===== src/rtl/one_unit_pkg.sv =====
// Shared definitions for the one-unit iteration sequencer and the blocks
// built around it (state encoding, width helpers, default threshold).
package one_unit_pkg;

  // Ceiling log2, never below 1 so that index ports keep a real width.
  function automatic int clog2(input int value);
    int r;
    r = 0;
    for (int i = 0; (1 << i) < value; i++) r = i + 1;
    return (r < 1) ? 1 : r;
  endfunction

  // Dot-product accumulator width: full products plus growth for N_DIM terms.
  function automatic int acc_width(input int data_w, input int n_dim);
    return 2 * data_w + clog2(n_dim);
  endfunction

  localparam int      DEF_N_DIM    = 4;
  localparam int      DEF_DATA_W   = 16;
  localparam int      DEF_FRAC_W   = 14;
  localparam int      DEF_MAX_ITER = 64;
  // 0.999 expressed with 2*FRAC_W fractional bits.
  localparam longint  DEF_CONV_THR = 64'd268167021;

  localparam logic [2:0] ST_IDLE   = 3'd0;
  localparam logic [2:0] ST_ARM    = 3'd1;
  localparam logic [2:0] ST_RUN    = 3'd2;
  localparam logic [2:0] ST_CHECK  = 3'd3;
  localparam logic [2:0] ST_DECIDE = 3'd4;

  typedef enum logic [2:0] {
    IDLE   = ST_IDLE,
    ARM    = ST_ARM,
    RUN    = ST_RUN,
    CHECK  = ST_CHECK,
    DECIDE = ST_DECIDE
  } iter_state_t;

endpackage


===== src/rtl/one_unit_dot_mac.sv =====
// Serial signed multiply-accumulate: one full-precision product per enabled
// cycle, sign-extended into a wrapping accumulator.
module one_unit_dot_mac
  import one_unit_pkg::*;
#(
  parameter int DATA_W = DEF_DATA_W,
  parameter int ACC_W  = acc_width(DEF_DATA_W, DEF_N_DIM)
) (
  input  logic                     clk_fast,
  input  logic                     rst_fast,
  input  logic                     clr,
  input  logic                     en,
  input  logic signed [DATA_W-1:0] a,
  input  logic signed [DATA_W-1:0] b,
  output logic signed [ACC_W-1:0]  acc
);

  logic signed [2*DATA_W-1:0] prod;
  logic signed [ACC_W-1:0]    prod_ext;

  assign prod     = a * b;
  assign prod_ext = $signed({{(ACC_W - 2*DATA_W){prod[2*DATA_W-1]}}, prod});

  // Accumulate one product per enabled cycle; clear wins over enable.
  // NOTE: clocked state uses non-blocking assignments so every register
  // samples pre-edge values regardless of statement order.
  always_ff @(posedge clk_fast or posedge rst_fast) begin
    if (rst_fast)  acc <= '0;
    else if (clr)  acc <= '0;
    else if (en)   acc <= acc + prod_ext;
  end

endmodule


===== src/rtl/one_unit_iter_controller.sv =====
// Iteration sequencer upstream of the one-unit fast-path controller: runs a
// pass, computes dot(w_new, w_old) serially, then commits and repeats or stops.
module one_unit_iter_controller
  import one_unit_pkg::*;
#(
  parameter int     N_DIM    = DEF_N_DIM,
  parameter int     DATA_W   = DEF_DATA_W,
  parameter int     FRAC_W   = DEF_FRAC_W,
  parameter int     MAX_ITER = DEF_MAX_ITER,
  parameter longint CONV_THR = DEF_CONV_THR
) (
  input  logic                       clk_fast,
  input  logic                       rst_fast,
  input  logic                       start,
  input  logic                       abort,
  input  logic                       fast_busy,
  output logic                       go_fast,
  output logic [clog2(N_DIM)-1:0]    w_addr,
  input  logic signed [DATA_W-1:0]   w_new_data,
  input  logic signed [DATA_W-1:0]   w_old_data,
  output logic                       w_commit,
  output logic [7:0]                 iter_cnt,
  output logic                       busy,
  output logic                       done,
  output logic                       converged
);

  localparam int AW    = clog2(N_DIM);
  localparam int CW    = AW + 1;
  localparam int ACC_W = acc_width(DATA_W, N_DIM);

  localparam logic [CW-1:0] CHK_LAST      = CW'(N_DIM);
  localparam logic [CW-1:0] CHK_ADDR_LAST = CW'(N_DIM - 1);
  localparam logic [7:0]    MAX_ITER_C    = 8'(MAX_ITER);
  localparam logic [ACC_W:0] THR          = CONV_THR[ACC_W:0];

  iter_state_t state, state_d;

  logic                  go_fast_d, w_commit_d, busy_d, done_d, converged_d;
  logic [AW-1:0]         w_addr_d;
  logic [7:0]            iter_cnt_d;
  logic [CW-1:0]         chk_cnt, chk_cnt_d, chk_cnt_inc;
  logic                  fast_busy_q;
  logic                  pass_end;
  logic                  mac_clr, mac_en;
  logic signed [ACC_W-1:0] acc;
  logic [ACC_W:0]        acc_ext, acc_abs;
  logic                  conv;

  one_unit_dot_mac #(
    .DATA_W (DATA_W),
    .ACC_W  (ACC_W)
  ) u_mac (
    .clk_fast (clk_fast),
    .rst_fast (rst_fast),
    .clr      (mac_clr),
    .en       (mac_en),
    .a        (w_new_data),
    .b        (w_old_data),
    .acc      (acc)
  );

  // Data for w_addr arrives one cycle later, so CHECK cycle 0 accumulates nothing.
  assign mac_clr     = (state != CHECK);
  assign mac_en      = (state == CHECK) && (chk_cnt != '0);
  assign chk_cnt_inc = chk_cnt + 1'b1;
  assign pass_end    = fast_busy_q && !fast_busy;

  // Magnitude on one extra bit so the most-negative accumulator value is exact.
  assign acc_ext = {acc[ACC_W-1], acc};
  assign acc_abs = acc_ext[ACC_W] ? (~acc_ext + 1'b1) : acc_ext;
  assign conv    = (acc_abs >= THR);

  // Next-state and next-output logic; abort overrides every state.
  // NOTE: every signal gets a default before the case so no path leaves it
  // unassigned, which would otherwise infer a latch.
  always_comb begin
    state_d     = state;
    go_fast_d   = go_fast;
    w_addr_d    = w_addr;
    w_commit_d  = 1'b0;
    iter_cnt_d  = iter_cnt;
    done_d      = 1'b0;
    converged_d = converged;
    chk_cnt_d   = chk_cnt;
    if (abort) begin
      state_d   = IDLE;
      go_fast_d = 1'b0;
      w_addr_d  = '0;
      chk_cnt_d = '0;
    end else begin
      unique case (state)
        IDLE: begin
          if (start) begin
            iter_cnt_d  = 8'd0;
            converged_d = 1'b0;
            go_fast_d   = 1'b1;
            state_d     = ARM;
          end
        end
        ARM: begin
          go_fast_d = 1'b1;
          if (fast_busy) state_d = RUN;
        end
        RUN: begin
          if (pass_end) begin
            go_fast_d  = 1'b0;
            iter_cnt_d = (iter_cnt == 8'hFF) ? iter_cnt : iter_cnt + 8'd1;
            w_addr_d   = '0;
            chk_cnt_d  = '0;
            state_d    = CHECK;
          end
        end
        CHECK: begin
          chk_cnt_d = chk_cnt_inc;
          w_addr_d  = (chk_cnt < CHK_ADDR_LAST) ? chk_cnt_inc[AW-1:0] : '0;
          if (chk_cnt == CHK_LAST) begin
            chk_cnt_d = '0;
            state_d   = DECIDE;
          end
        end
        DECIDE: begin
          if (conv) begin
            converged_d = 1'b1;
            done_d      = 1'b1;
            state_d     = IDLE;
          end else if (iter_cnt == MAX_ITER_C) begin
            converged_d = 1'b0;
            done_d      = 1'b1;
            state_d     = IDLE;
          end else begin
            w_commit_d = 1'b1;
            go_fast_d  = 1'b1;
            state_d    = ARM;
          end
        end
        default: state_d = IDLE;
      endcase
    end
    busy_d = (state_d != IDLE);
  end

  // State and registered outputs.
  always_ff @(posedge clk_fast or posedge rst_fast) begin
    if (rst_fast) begin
      state       <= IDLE;
      go_fast     <= 1'b0;
      w_addr      <= '0;
      w_commit    <= 1'b0;
      iter_cnt    <= 8'd0;
      busy        <= 1'b0;
      done        <= 1'b0;
      converged   <= 1'b0;
      chk_cnt     <= '0;
      fast_busy_q <= 1'b0;
    end else begin
      state       <= state_d;
      go_fast     <= go_fast_d;
      w_addr      <= w_addr_d;
      w_commit    <= w_commit_d;
      iter_cnt    <= iter_cnt_d;
      busy        <= busy_d;
      done        <= done_d;
      converged   <= converged_d;
      chk_cnt     <= chk_cnt_d;
      fast_busy_q <= fast_busy;
    end
  end

endmodule


===== config.mk =====
export PLATFORM = sky130hd
export DESIGN_NAME = one_unit_iter_controller
export DESIGN_NICKNAME = d
export VERILOG_FILES = /design/src/rtl/one_unit_pkg.sv /design/src/rtl/one_unit_dot_mac.sv /design/src/rtl/one_unit_iter_controller.sv
export SDC_FILE = /design/constraint.sdc
export NUM_CORES = 1
export LEC_CHECK = 0
export BUFFER_PORTS_ARGS = -buffer_cell sky130_fd_sc_hd__buf_2
export CAP_MARGIN = 0
export CORE_MARGIN = 4
export CORE_UTILIZATION = 55
export CTS_CLUSTER_SIZE = 12
export DETAILED_ROUTE_END_ITERATION = 10
export GPL_TIMING_DRIVEN = 1
export HOLD_SLACK_MARGIN = 0.02
export PLACE_DENSITY = 0.72
export SETUP_SLACK_MARGIN = 0.4
export SLEW_MARGIN = 20
export SYNTH_ARGS = -nofsm -noshare
export SYNTH_HDL_FRONTEND = slang
export SYNTH_SLANG_ARGS = --single-unit

===== constraint.sdc =====
create_clock -name clk_fast -period 7.9 [get_ports clk_fast]
set_clock_uncertainty 0.15 [all_clocks]
set_input_delay 0.79 -clock clk_fast [delete_from_list [all_inputs] [get_ports clk_fast]]
set_output_delay 0.79 -clock clk_fast [all_outputs]
set_load 0.005 [all_outputs]

* Yosys cells after proc, flatten, opt, wreduce, memory -nomap -nowiden
Index checks and enable logic that the tools add are counted.
** Word-level totals
- Output and inout port bits :: 15
- Bits in registers :: 56
- Input bits :: 37
** Operators by class
- Multipliers :: 1
- $lt $le $gt $ge :: 2
- Mux-type cells :: 41
- Add/subtract/negate cells :: 4
- Reduce and logical (&&, ||, !) cells :: 15
- Equality and inequality tests :: 16
- Bitwise logic cells :: 2
** Operators by type and width (number)
- $mux W34 :: 2
- $add A35 B1 Y35 const B :: 1
- $ge A35 B28 Y1 const B :: 1
- $mux W35 :: 1
- $not A35 Y35 :: 1
- $add A34 B32 Y34 :: 1
- $mul A16 B16 Y32 :: 1
- $mux W3 :: 8
- $mux W8 :: 3
- $mux W1 :: 18
- $pmux W8 S2 :: 1
- $ne A3 B3 Y1 const B :: 5
- $pmux W3 S5 :: 1
- $reduce_and A5 Y1 :: 2
- $reduce_bool A3 Y1 :: 3
- $add A8 B1 Y8 const B :: 1
- $eq A8 B7 Y1 const B :: 1
- $eq A8 B8 Y1 const B :: 1
- $eq A3 B2 Y1 const B :: 2
- $eq A3 B3 Y1 const B :: 2
- $mux W2 :: 3
- $ne A2 B2 Y1 const B :: 3
- $pmux W3 S2 :: 1
- $reduce_bool A2 Y1 :: 3
- 14 further kinds :: 15

* Longest topological paths before layout
Gate-level depths: netlist (run 1).
- Depth after elaboration :: 8
- Mapped depth :: 24
- Depth with buffers taken out :: 23

* Cells and area by module
Synthesis (run 1) repeated with hierarchy kept, for this count alone.
** Unflattened totals
- Cells, all modules :: 1639
- Area, all modules :: 14865.5 µm²
** Modules (own cells, without submodules)
- one_unit_dot_mac :: area each 12710.9 µm², seq. area each 850.8 µm², times used 1, cells each 1356
- one_unit_iter_controller :: area each 2154.6 µm², seq. area each 550.5 µm², times used 1, cells each 283

* Worst setup path before layout (run 1)
No wires, ideal clock.
- Path type :: input port to flip-flop
- From :: in w_new_data[6]
- To :: reg u_mac.acc[33]
- Data arrival time :: 6608 ps
- Setup time :: 65 ps
- Slack :: 1076 ps
- Cell stages on the path :: 22
- Path through :: clkbuf_1 > and2_1 > fa_1 > inv_1 > fa_1 > fa_1 > inv_1 > fa_1 > fa_1 > inv_1 > fa_1 > inv_1 > ha_1 > and2_1 > a221o_1 > a22oi_1 > a21oi_1 > o41ai_1 > a21oi_1 > nand4_1 > mux2_2 > nand2_1
** On the way
- Word-level cells in the longest chain between the ends :: 4
** Ends and longest elaborated chain
- start, declared :: RTL line one_unit_iter_controller.sv:19 : input logic signed [DATA_W-1:0] w_new_data,
- $mul A16 B16 Y32 :: RTL line one_unit_dot_mac.sv:21 : assign prod = a * b;
- $add A34 B32 Y34 :: RTL line one_unit_dot_mac.sv:30 : else if (en) acc <= acc + prod_ext;
- $mux W34 :: RTL line one_unit_dot_mac.sv:30
- $mux W34 :: RTL line one_unit_dot_mac.sv:29 : else if (clr) acc <= '0;
- end signal, assigned :: RTL line one_unit_dot_mac.sv:30
- end, declared :: RTL line one_unit_dot_mac.sv:15 : output logic signed [ACC_W-1:0] acc
No other way between the ends. The select of a mux whose other input is x is not followed.
A chain may end at the register's enable or synchronous reset.

* Final worst setup path (run 1)
- From :: in w_old_data[6]
- To :: reg u_mac.acc[30]
** On the way
- Word-level cells in the longest chain between the ends :: 4
** Ends and longest elaborated chain
- start, declared :: RTL line one_unit_iter_controller.sv:20 : input logic signed [DATA_W-1:0] w_old_data,
- $mul A16 B16 Y32 :: RTL line one_unit_dot_mac.sv:21
- $add A34 B32 Y34 :: RTL line one_unit_dot_mac.sv:30
- $mux W34 :: RTL line one_unit_dot_mac.sv:30
- $mux W34 :: RTL line one_unit_dot_mac.sv:29
No other way between the ends. The select of a mux whose other input is x is not followed.

==> results of run 1 <==
per-layer routing:
layer	part of all wire (%)	GRT usage [%]	wire length [um]	vias to the layer above
met4	3.3	7.20	1120	0
li1	-	-	-	5073
met1	43	34.9	14400	5503
met3	5.2	3.45	1760	70
met2	49	40.1	16400	323
met5	0	0	0	-
kinds of logic after synthesis:
| logic type | after synthesis |
|---|---|
| xor gates and xnor gates | 44 |
| DFF | 56 |
| buffers and inverters | 429 |
| adders and majority gates | 412 |
| muxes | 5 |
| AOI/OAI and AO/OA | 191 |
| and+or+nand+nor | 490 |
final cells by class:
| class | count | area [um2] |
|---|---|---|
| timing repair buffer | 60 | 323 |
| multi-input combinational | 1142 | 11700 |
| fill | 2314 | 10800 |
| inverter | 372 | 1400 |
| clock inverter | 2 | 35.0 |
| sequential | 56 | 1400 |
| clock buffer | 6 | 129 |
| tap | 335 | 419 |
state kept, by name, summed over array words and instances, names as in the netlist:
register     count
w_commit         1
state            3
converged        1
u_mac.acc       34
busy             1
chk_cnt          3
done             1
w_addr           2
fast_busy_q      1
go_fast          1
iter_cnt         8
cells in the final DEF (no fill, tap or decap), types with 6 or more instances in the layout:
| cell type | netlist | layout |
|---|---|---|
| a211oi_1 | 6 | 6 |
| a21o_1 | 11 | 11 |
| a21oi_1 | 30 | 30 |
| a22o_1 | 7 | 7 |
| a31oi_1 | 6 | 6 |
| and2_1 | 122 | 122 |
| buf_2 | 4 | 51 |
| buf_4 | 0 | 9 |
| dfrtp_1 | 56 | 56 |
| fa_1 | 305 | 305 |
| ha_1 | 107 | 107 |
| inv_1 | 372 | 371 |
| nand2_1 | 179 | 179 |
| nand2b_1 | 6 | 6 |
| nand3_1 | 16 | 16 |
| nand4_1 | 15 | 15 |
| nor2_1 | 68 | 68 |
| nor2b_1 | 6 | 6 |
| nor3_1 | 25 | 25 |
| nor4_1 | 10 | 10 |
| o21ai_0 | 54 | 54 |
| o31ai_1 | 9 | 9 |
| o41ai_1 | 10 | 9 |
| or3_1 | 9 | 9 |
| xnor2_1 | 28 | 28 |
| xor2_1 | 16 | 16 |
repair_timing:
| item | in CTS | in global routing |
|---|---|---|
| gates resized for setup | 0 | 1 |
| hold buffers | 0 | 0 |
| setup endpoints to repair | 0 | 1 |
stage by stage:
stage | util, % | hold slack (ns) | instances | area (um2) | setup WS (ns)
2_1_floorplan | - | 0.338 | 1627 | 14700 | 1.08
3_3_place_gp | 58.1 | 0.327 | 1965 | 15200 | 0.586
3_5_place_dp | 58.1 | 0.327 | 1965 | 15200 | 0.544
4_1_cts | 58.7 | 0.356 | 1973 | 15400 | 0.826
5_1_grt | 58.8 | 0.371 | 1973 | 15400 | 0.494
6_report | 58.8 | 0.352 | 1973 | 15400 | 0.871
worst max path at each step:
stage,start,end,cells after the start
3_3_place_gp,w_new_data[5],u_mac.acc[33]$_DFFE_PP0P_,22
2_1_floorplan,w_new_data[6],u_mac.acc[33]$_DFFE_PP0P_,22
5_1_grt,w_old_data[6],u_mac.acc[30]$_DFFE_PP0P_,22
4_1_cts,w_new_data[5],u_mac.acc[33]$_DFFE_PP0P_,22
6_report,w_old_data[6],u_mac.acc[30]$_DFFE_PP0P_,22
3_5_place_dp,w_new_data[5],u_mac.acc[33]$_DFFE_PP0P_,22
==> impl_metrics.env, run 1 <==
export IMPL_synth_top_family_by_area="adder cells"
export IMPL_ys_seq_area_share_pct=9.55
export IMPL_status="complete, no violations"
export IMPL_drtIter0Drc=840
export IMPL_slew_headroom_pct=35.4
export IMPL_crit_top_cell="fa_1"
export IMPL_final_layout_size_suffix_gt1_share_pct=5.01
export IMPL_tightestPinTransition_ns=0.961
export IMPL_fin_nets=2086
export IMPL_start_util_pct=56.2
export IMPL_grt_pass1_vias=11520
export IMPL_synth_most_common_cell="inv_1"
export IMPL_r2r_end="u_mac.acc[30]$_DFFE_PP0P_"
export IMPL_cts_root_buf="clkbuf_16"
export IMPL_syn_area_per_cell_um2=9.02
export IMPL_hold_path_class="reg2reg"
export IMPL_first_pass_iters=5
export IMPL_synth_compound_area_share_pct=8.80
export IMPL_hold_viol_final=0
export IMPL_cts_clk_slew_worst_paths_ns=0.07
export IMPL_worst_setup_path_type="in2reg"
export IMPL_ys_dominant_reg_cell="dfrtp_1"
export IMPL_path_max_fanout=16
export IMPL_finalCritPeriodShare_pct=89.0
export IMPL_insertion_delay_ns=0.30
export IMPL_synth_warnings=0
export IMPL_setup_viol=0
export IMPL_port_buffers=51
export IMPL_synth_cell_types=69
export IMPL_synth_area_mm2=0.0147
export IMPL_ys_async_sr_fraction_pct=100
export IMPL_num_vias=10969
export IMPL_ios=52
export IMPL_worstHoldStart="go_fast$_DFFE_PP0P_"
export IMPL_rsz0062_at_grt="false"
export IMPL_cp_end_kind="flop"
export IMPL_synthTopCellsByArea="fa_1 (42%), dfrtp_1 (9.5%), inv_1 (9.5%), ha_1 (9.1%), and2_1 (5.2%)"
export IMPL_gp_congestion=0.915
export IMPL_yosys_area_share_simple_pct=16.9
export IMPL_critPathRequiredTime_ns=7.90
export IMPL_synth_cells=1627
export IMPL_synth_top_area_share_pct=41.6
export IMPL_ant_nets=0
export IMPL_reg2reg_depth=19
export IMPL_r2r_setup_slack_ns=2.02
export IMPL_drc=0
export IMPL_grt_usage_pct=24.7
export IMPL_maxSlewViolCount=0
export IMPL_drt_wl_total_um=33600
export IMPL_synth_edf_count=0
export IMPL_grt_pass1_wl_um=58600
export IMPL_critical_path_top_delay_family="adder cells"
export IMPL_yosys_area_top_type="fa_1"
export IMPL_clk_path_buf_depth=2
export IMPL_r2r_start="u_mac.acc[15]$_DFFE_PP0P_"
export IMPL_cp_start_kind="input pin"
export IMPL_synth_common_cells="inv_1 (372), fa_1 (305), nand2_1 (179), and2_1 (122), ha_1 (107)"
export IMPL_synth_xor_area_share_pct=2.63
export IMPL_die_h_um=171
export IMPL_synth_nets=2076
export IMPL_die_area_mm2=0.0294
export IMPL_cap_violations=0
export IMPL_synth_mux_area_share_pct=0.358
export IMPL_synthAdderAreaFrac_pct=50.7
export IMPL_min_to="go_fast$_DFFE_PP0P_"
export IMPL_numCtsBuffers=5
export IMPL_whs_path_depth=1
export IMPL_coreArea_mm2=0.0261
export IMPL_grt_overflow=0
export IMPL_antenna_found_initial=0
export IMPL_row_count=59
export IMPL_cp_num_buf_inv=5
export IMPL_dp_hpwl_um=28500
export IMPL_postCtsSetupRepairBufs=0
export IMPL_die_w_um=171
export IMPL_wl_per_cell_um=17.0
export IMPL_ctsHtreeMaxLevel=2
export IMPL_min_period_ns=7.03
export IMPL_area_delta_synth_final_pct=4.63
export IMPL_grt_max_degree=57
export IMPL_max_freq_mhz=142
export IMPL_cts_sinks=56
export IMPL_slowest_stage="fa_1"
export IMPL_critPathMaxStageDelay_ns=0.57
export IMPL_vias_per_cell=5.56
export IMPL_arrival_ns=7.03
export IMPL_ys_ff_latch=56
export IMPL_final_setup_tns_ns=0
export IMPL_antennaDiodeCount=0
export IMPL_crit_chain="buf_2, and2_1, fa_1, inv_1, fa_1, fa_1, inv_1, fa_1, fa_1, inv_1, fa_1, inv_1, ha_1, a21oi_1, o21ai_0, o41a_1, nor3_1, o21bai_1, a31oi_1, o21ai_0, xnor2_1, o21ai_0"
export IMPL_cts_tree="yes"
Power of run 1 is left out: the tool's default activity adds up to more than one toggle a clock period on the data nets, which glitch-free logic cannot reach.
==> inputs of run 2 (changes only) <==
- REMOVE_ABC_BUFFERS: not set -> 1
==> impl_metrics.env, run 2 (synthesized netlist as in run 1, its figures left out) <==
export IMPL_status="complete, no violations"
export IMPL_worst_setup_path_type="in2reg"
export IMPL_hold_viol_final=0
export IMPL_cts_tree="yes"
export IMPL_r2r_start="u_mac.acc[15]$_DFFE_PP0P_"
export IMPL_die_area_mm2=0.0294
export IMPL_postCtsSetupRepairBufs=0
export IMPL_drt_wl_total_um=33200
export IMPL_drc=0
export IMPL_area_delta_synth_final_pct=4.43
export IMPL_setup_viol=0
export IMPL_grt_max_degree=57
export IMPL_r2r_end="u_mac.acc[33]$_DFFE_PP0P_"
export IMPL_top_register="u_mac.acc"
export IMPL_reg2reg_depth=19
export IMPL_vias_per_cell=5.58
export IMPL_num_vias=10998
export IMPL_max_freq_mhz=142
export IMPL_grt_pass1_wl_um=57800
export IMPL_wl_per_cell_um=16.9
export IMPL_layout_commonest_cell="inv_1"
export IMPL_fillCellCount=2310
export IMPL_postCtsHoldBufs=0
export IMPL_grt_pass1_vias=11840
export IMPL_final_cell_mix="inv_1 (371), fa_1 (305), nand2_1 (179), and2_1 (122), ha_1 (107)"
export IMPL_final_layout_size_suffix_gt1_share_pct=4.95
export IMPL_final_setup_tns_ns=0
export IMPL_ctsHtreeMaxLevel=2
export IMPL_rsz0062_at_grt="false"
export IMPL_largest_register_ffs=34
export IMPL_start_util_pct=56.2
export IMPL_hold_path_class="reg2reg"
export IMPL_cts_clk_slew_worst_paths_ns=0.07
export IMPL_die_h_um=171
export IMPL_whs_path_depth=1
export IMPL_cts_sinks=56
export IMPL_insertion_delay_ns=0.30
export IMPL_ctsResizeCount=0
export IMPL_cap_violations=0
export IMPL_cp_start_kind="input pin"
export IMPL_ant_nets=0
export IMPL_first_pass_iters=5
export IMPL_tightestPinTransition_ns=1.00
export IMPL_grt_overflow=0
export IMPL_drtIter0Drc=749
export IMPL_dp_hpwl_um=27900
export IMPL_path_max_fanout=16
export IMPL_fin_nets=2085
export IMPL_cp_end_kind="flop"
export IMPL_finalCritPeriodShare_pct=89.0
export IMPL_die_w_um=171
export IMPL_slew_headroom_pct=32.7
export IMPL_min_to="go_fast$_DFFE_PP0P_"
export IMPL_reg_largest_list="u_mac.acc x34, iter_cnt x8"
export IMPL_r2r_setup_slack_ns=2.09
export IMPL_clk_path_buf_depth=2
export IMPL_gp_congestion=0.901
export IMPL_row_count=59
export IMPL_maxSlewViolCount=0
export IMPL_critPathRequiredTime_ns=7.99
export IMPL_antenna_found_initial=0
export IMPL_worstHoldStart="go_fast$_DFFE_PP0P_"
export IMPL_arrival_ns=7.12
export IMPL_coreArea_mm2=0.0261
export IMPL_port_buffers=51
export IMPL_cts_root_buf="clkbuf_16"
export IMPL_ios=52
export IMPL_min_period_ns=7.03
export IMPL_antennaDiodeCount=0
export IMPL_grt_usage_pct=24.4
export IMPL_numCtsBuffers=5
run 2: layout make-up:
cell class / instances / area, um2 / area share (%)
sequential: 56 / 1400 / 9.14
clock buffer: 6 / 129 / 0.841
inverter: 372 / 1400 / 9.11
timing repair buffer: 59 / 315 / 2.06
clock inverter: 2 / 13.8 / 0.0898
tap: 335 / 419 / 2.73
multi-input combinational: 1142 / 11700 / 76.0
run 2: routing by layer:
layer | up-vias | GRT usage, % | wire, um
met4 | 0 | 6.48 | 989
li1 | 5070 | - | -
met1 | 5562 | 30.6 | 13000
met5 | - | 0 | 0
met3 | 60 | 2.53 | 1450
met2 | 306 | 45.2 | 17800
run 2: worst max-delay path, cell delays in order:
cell     delay, ns
buf_2         0.30
nand2_1       0.21
inv_1         0.13
fa_1          0.53
fa_1          0.54
inv_1         0.05
fa_1          0.50
inv_1         0.05
fa_1          0.52
fa_1          0.56
inv_1         0.06
fa_1          0.53
inv_1         0.04
ha_1          0.25
nor3_1        0.22
o21ai_0       0.13
a22oi_1       0.39
a21oi_1       0.19
o41ai_2       0.42
a21oi_1       0.16
nand4_1       0.13
mux2_2        0.34
nand2_1       0.06
run 2: worst max-delay path by stage:
stage / start / endpoint / slack [ns] / cells after the start
after CTS: w_new_data[5] / u_mac.acc[33]$_DFFE_PP0P_ / 0.78 / 22
after floorplan: w_old_data[6] / u_mac.acc[33]$_DFFE_PP0P_ / 1.26 / 21
after global routing: w_old_data[1] / u_mac.acc[33]$_DFFE_PP0P_ / 0.56 / 23
after global placement: w_new_data[6] / u_mac.acc[33]$_DFFE_PP0P_ / 0.55 / 22
final: w_old_data[1] / u_mac.acc[33]$_DFFE_PP0P_ / 0.87 / 23
after detailed placement: w_new_data[5] / u_mac.acc[33]$_DFFE_PP0P_ / 0.48 / 22
run 2: per-stage QoR:
stage / hold WS [ns] / cell area, um2 / cells / utilization, % / setup WS, ns
floorplan: 0.338 / 14400 / 1570 / - / 1.26
global placement: 0.343 / 15200 / 1964 / 58.1 / 0.553
detailed placement: 0.350 / 15200 / 1964 / 58.1 / 0.483
CTS: 0.367 / 15300 / 1972 / 58.6 / 0.783
global route: 0.388 / 15300 / 1972 / 58.7 / 0.562
finish: 0.361 / 15300 / 1972 / 58.7 / 0.872
Power of run 2 is left out for the same reason.
==> inputs of run 3 (changes only) <==
- CORE_UTILIZATION: 55 -> 25
- PLACE_DENSITY: 0.72 -> not set
==> impl_metrics.env, run 3 (synthesized netlist as in run 1, its figures left out) <==
export IMPL_status="complete, no violations"
export IMPL_drc=0
export IMPL_grt_usage_pct=12.2
export IMPL_dp_hpwl_um=31300
export IMPL_ant_nets=0
export IMPL_gp_congestion=0.861
export IMPL_slew_headroom_pct=37.4
export IMPL_first_pass_iters=5
export IMPL_finish_utilization_pct=27.6
export IMPL_tightestPinTransition_ns=0.931
export IMPL_final_layout_size_suffix_gt1_share_pct=5.36
export IMPL_cts_tree="yes"
export IMPL_min_period_ns=7.04
export IMPL_port_buffers=51
export IMPL_grt_pass1_vias=12226
export IMPL_cts_root_buf="clkbuf_16"
export IMPL_antenna_found_initial=3
export IMPL_path_max_fanout=16
export IMPL_fin_area_mm2=0.0160
export IMPL_die_h_um=250
export IMPL_worstHoldStart="go_fast$_DFFE_PP0P_"
export IMPL_insertion_delay_ns=0.30
export IMPL_coreArea_mm2=0.0579
export IMPL_worst_setup_path_type="in2reg"
export IMPL_die_area_mm2=0.0627
export IMPL_fin_hold_ws_ns=0.381
export IMPL_layout_commonest_cell="inv_1"
export IMPL_row_count=88
export IMPL_arrival_ns=7.13
export IMPL_die_w_um=250
export IMPL_cts_clk_slew_worst_paths_ns=0.08
export IMPL_cp_end_kind="flop"
export IMPL_finalCritPeriodShare_pct=89.2
export IMPL_startpoint="w_old_data[9]"
export IMPL_ios=52
export IMPL_numCtsBuffers=5
export IMPL_grt_pass1_wl_um=63300
export IMPL_final_cell_mix="inv_1 (371), fa_1 (305), nand2_1 (179), and2_1 (122), ha_1 (107)"
export IMPL_wl_per_cell_um=15.2
export IMPL_drtIter0Drc=660
export IMPL_grt_overflow=0
export IMPL_setup_viol=0
export IMPL_cp_start_kind="input pin"
export IMPL_ctsHtreeMaxLevel=2
export IMPL_num_vias=11028
export IMPL_rsz0062_at_grt="false"
export IMPL_max_freq_mhz=142
export IMPL_largest_register_ffs=34
export IMPL_maxSlewViolCount=0
export IMPL_drt_wl_total_um=36500
export IMPL_cts_sinks=56
export IMPL_final_setup_tns_ns=0
export IMPL_critPathRequiredTime_ns=7.99
export IMPL_grt_max_degree=57
export IMPL_r2r_start="u_mac.acc[15]$_DFFE_PP0P_"
export IMPL_fin_nets=2091
export IMPL_hold_path_class="reg2reg"
export IMPL_cap_violations=0
export IMPL_area_delta_synth_final_pct=8.74
export IMPL_place_area_mm2=0.0158
export IMPL_hold_viol_final=0
export IMPL_clk_path_buf_depth=2
export IMPL_reg_largest_list="u_mac.acc x34, iter_cnt x8"
export IMPL_top_register="u_mac.acc"
export IMPL_start_util_pct=25.3
export IMPL_vias_per_cell=4.58
run 3: critical path, cell delays in order:
cell,delay (ns)
buf_2,0.34
nand2_1,0.14
fa_1,0.56
inv_1,0.05
fa_1,0.49
inv_1,0.05
fa_1,0.47
inv_1,0.06
fa_1,0.52
fa_1,0.56
inv_1,0.06
fa_1,0.53
inv_1,0.04
ha_1,0.36
a211oi_1,0.32
o21ai_0,0.13
a22oi_1,0.34
a21oi_1,0.19
o41ai_2,0.41
a21oi_1,0.17
nand4_1,0.13
mux2_2,0.33
nand2_1,0.06
run 3: per-stage QoR:
step,setup slack [ns],cells
2_1_floorplan,1.26,1570
3_3_place_gp,0.481,2400
3_5_place_dp,0.448,2400
4_1_cts,0.729,2407
5_1_grt,0.459,2407
6_report,0.856,2408
run 3: area by class of cell:
| type | count | area, um2 |
|---|---|---|
| Inverter | 372 | 1400 |
| Clock inverter | 2 | 60.1 |
| Sequential cell | 56 | 1400 |
| Tap cell | 765 | 957 |
| Fill cell | 6182 | 42000 |
| Timing Repair Buffer | 65 | 360 |
| Antenna cell | 1 | 2.50 |
| Clock buffer | 5 | 125 |
| Multi-Input combinational cell | 1142 | 11700 |
run 3: worst paths after layout:
path                       cells past startpoint  slack (ns)                        end
max                                           23        0.86  u_mac.acc[33]$_DFFE_PP0P_
min                                            1        0.38        go_fast$_DFFE_PP0P_
max reg2reg                                   18        2.02  u_mac.acc[32]$_DFFE_PP0P_
min reg2reg                                    1        0.38        go_fast$_DFFE_PP0P_
max in group asynchronous                      3        6.52   u_mac.acc[0]$_DFFE_PP0P_
min in group asynchronous                      3        0.52         w_commit$_DFF_PP0_
run 3: routing by layer:
layer / routed length (um) / GRT usage [%] / vias to the layer above
met2: 18700 / 22.2 / 234
met3: 1350 / 1.53 / 52
met5: 7 / 0 / -
li1: - / - / 5096
met1: 15600 / 15.5 / 5644
met4: 804 / 2.57 / 2
run 3: repair_timing:
| item | CTS | global route |
|---|---|---|
| hold endpoints to repair | 0 | 0 |
| endpoints found under the setup margin | 0 | 1 |
| resized for setup | 0 | 1 |
| hold buffers | 0 | 0 |
| buffers inserted | 0 | 0 |
Power of run 3 is left out for the same reason.
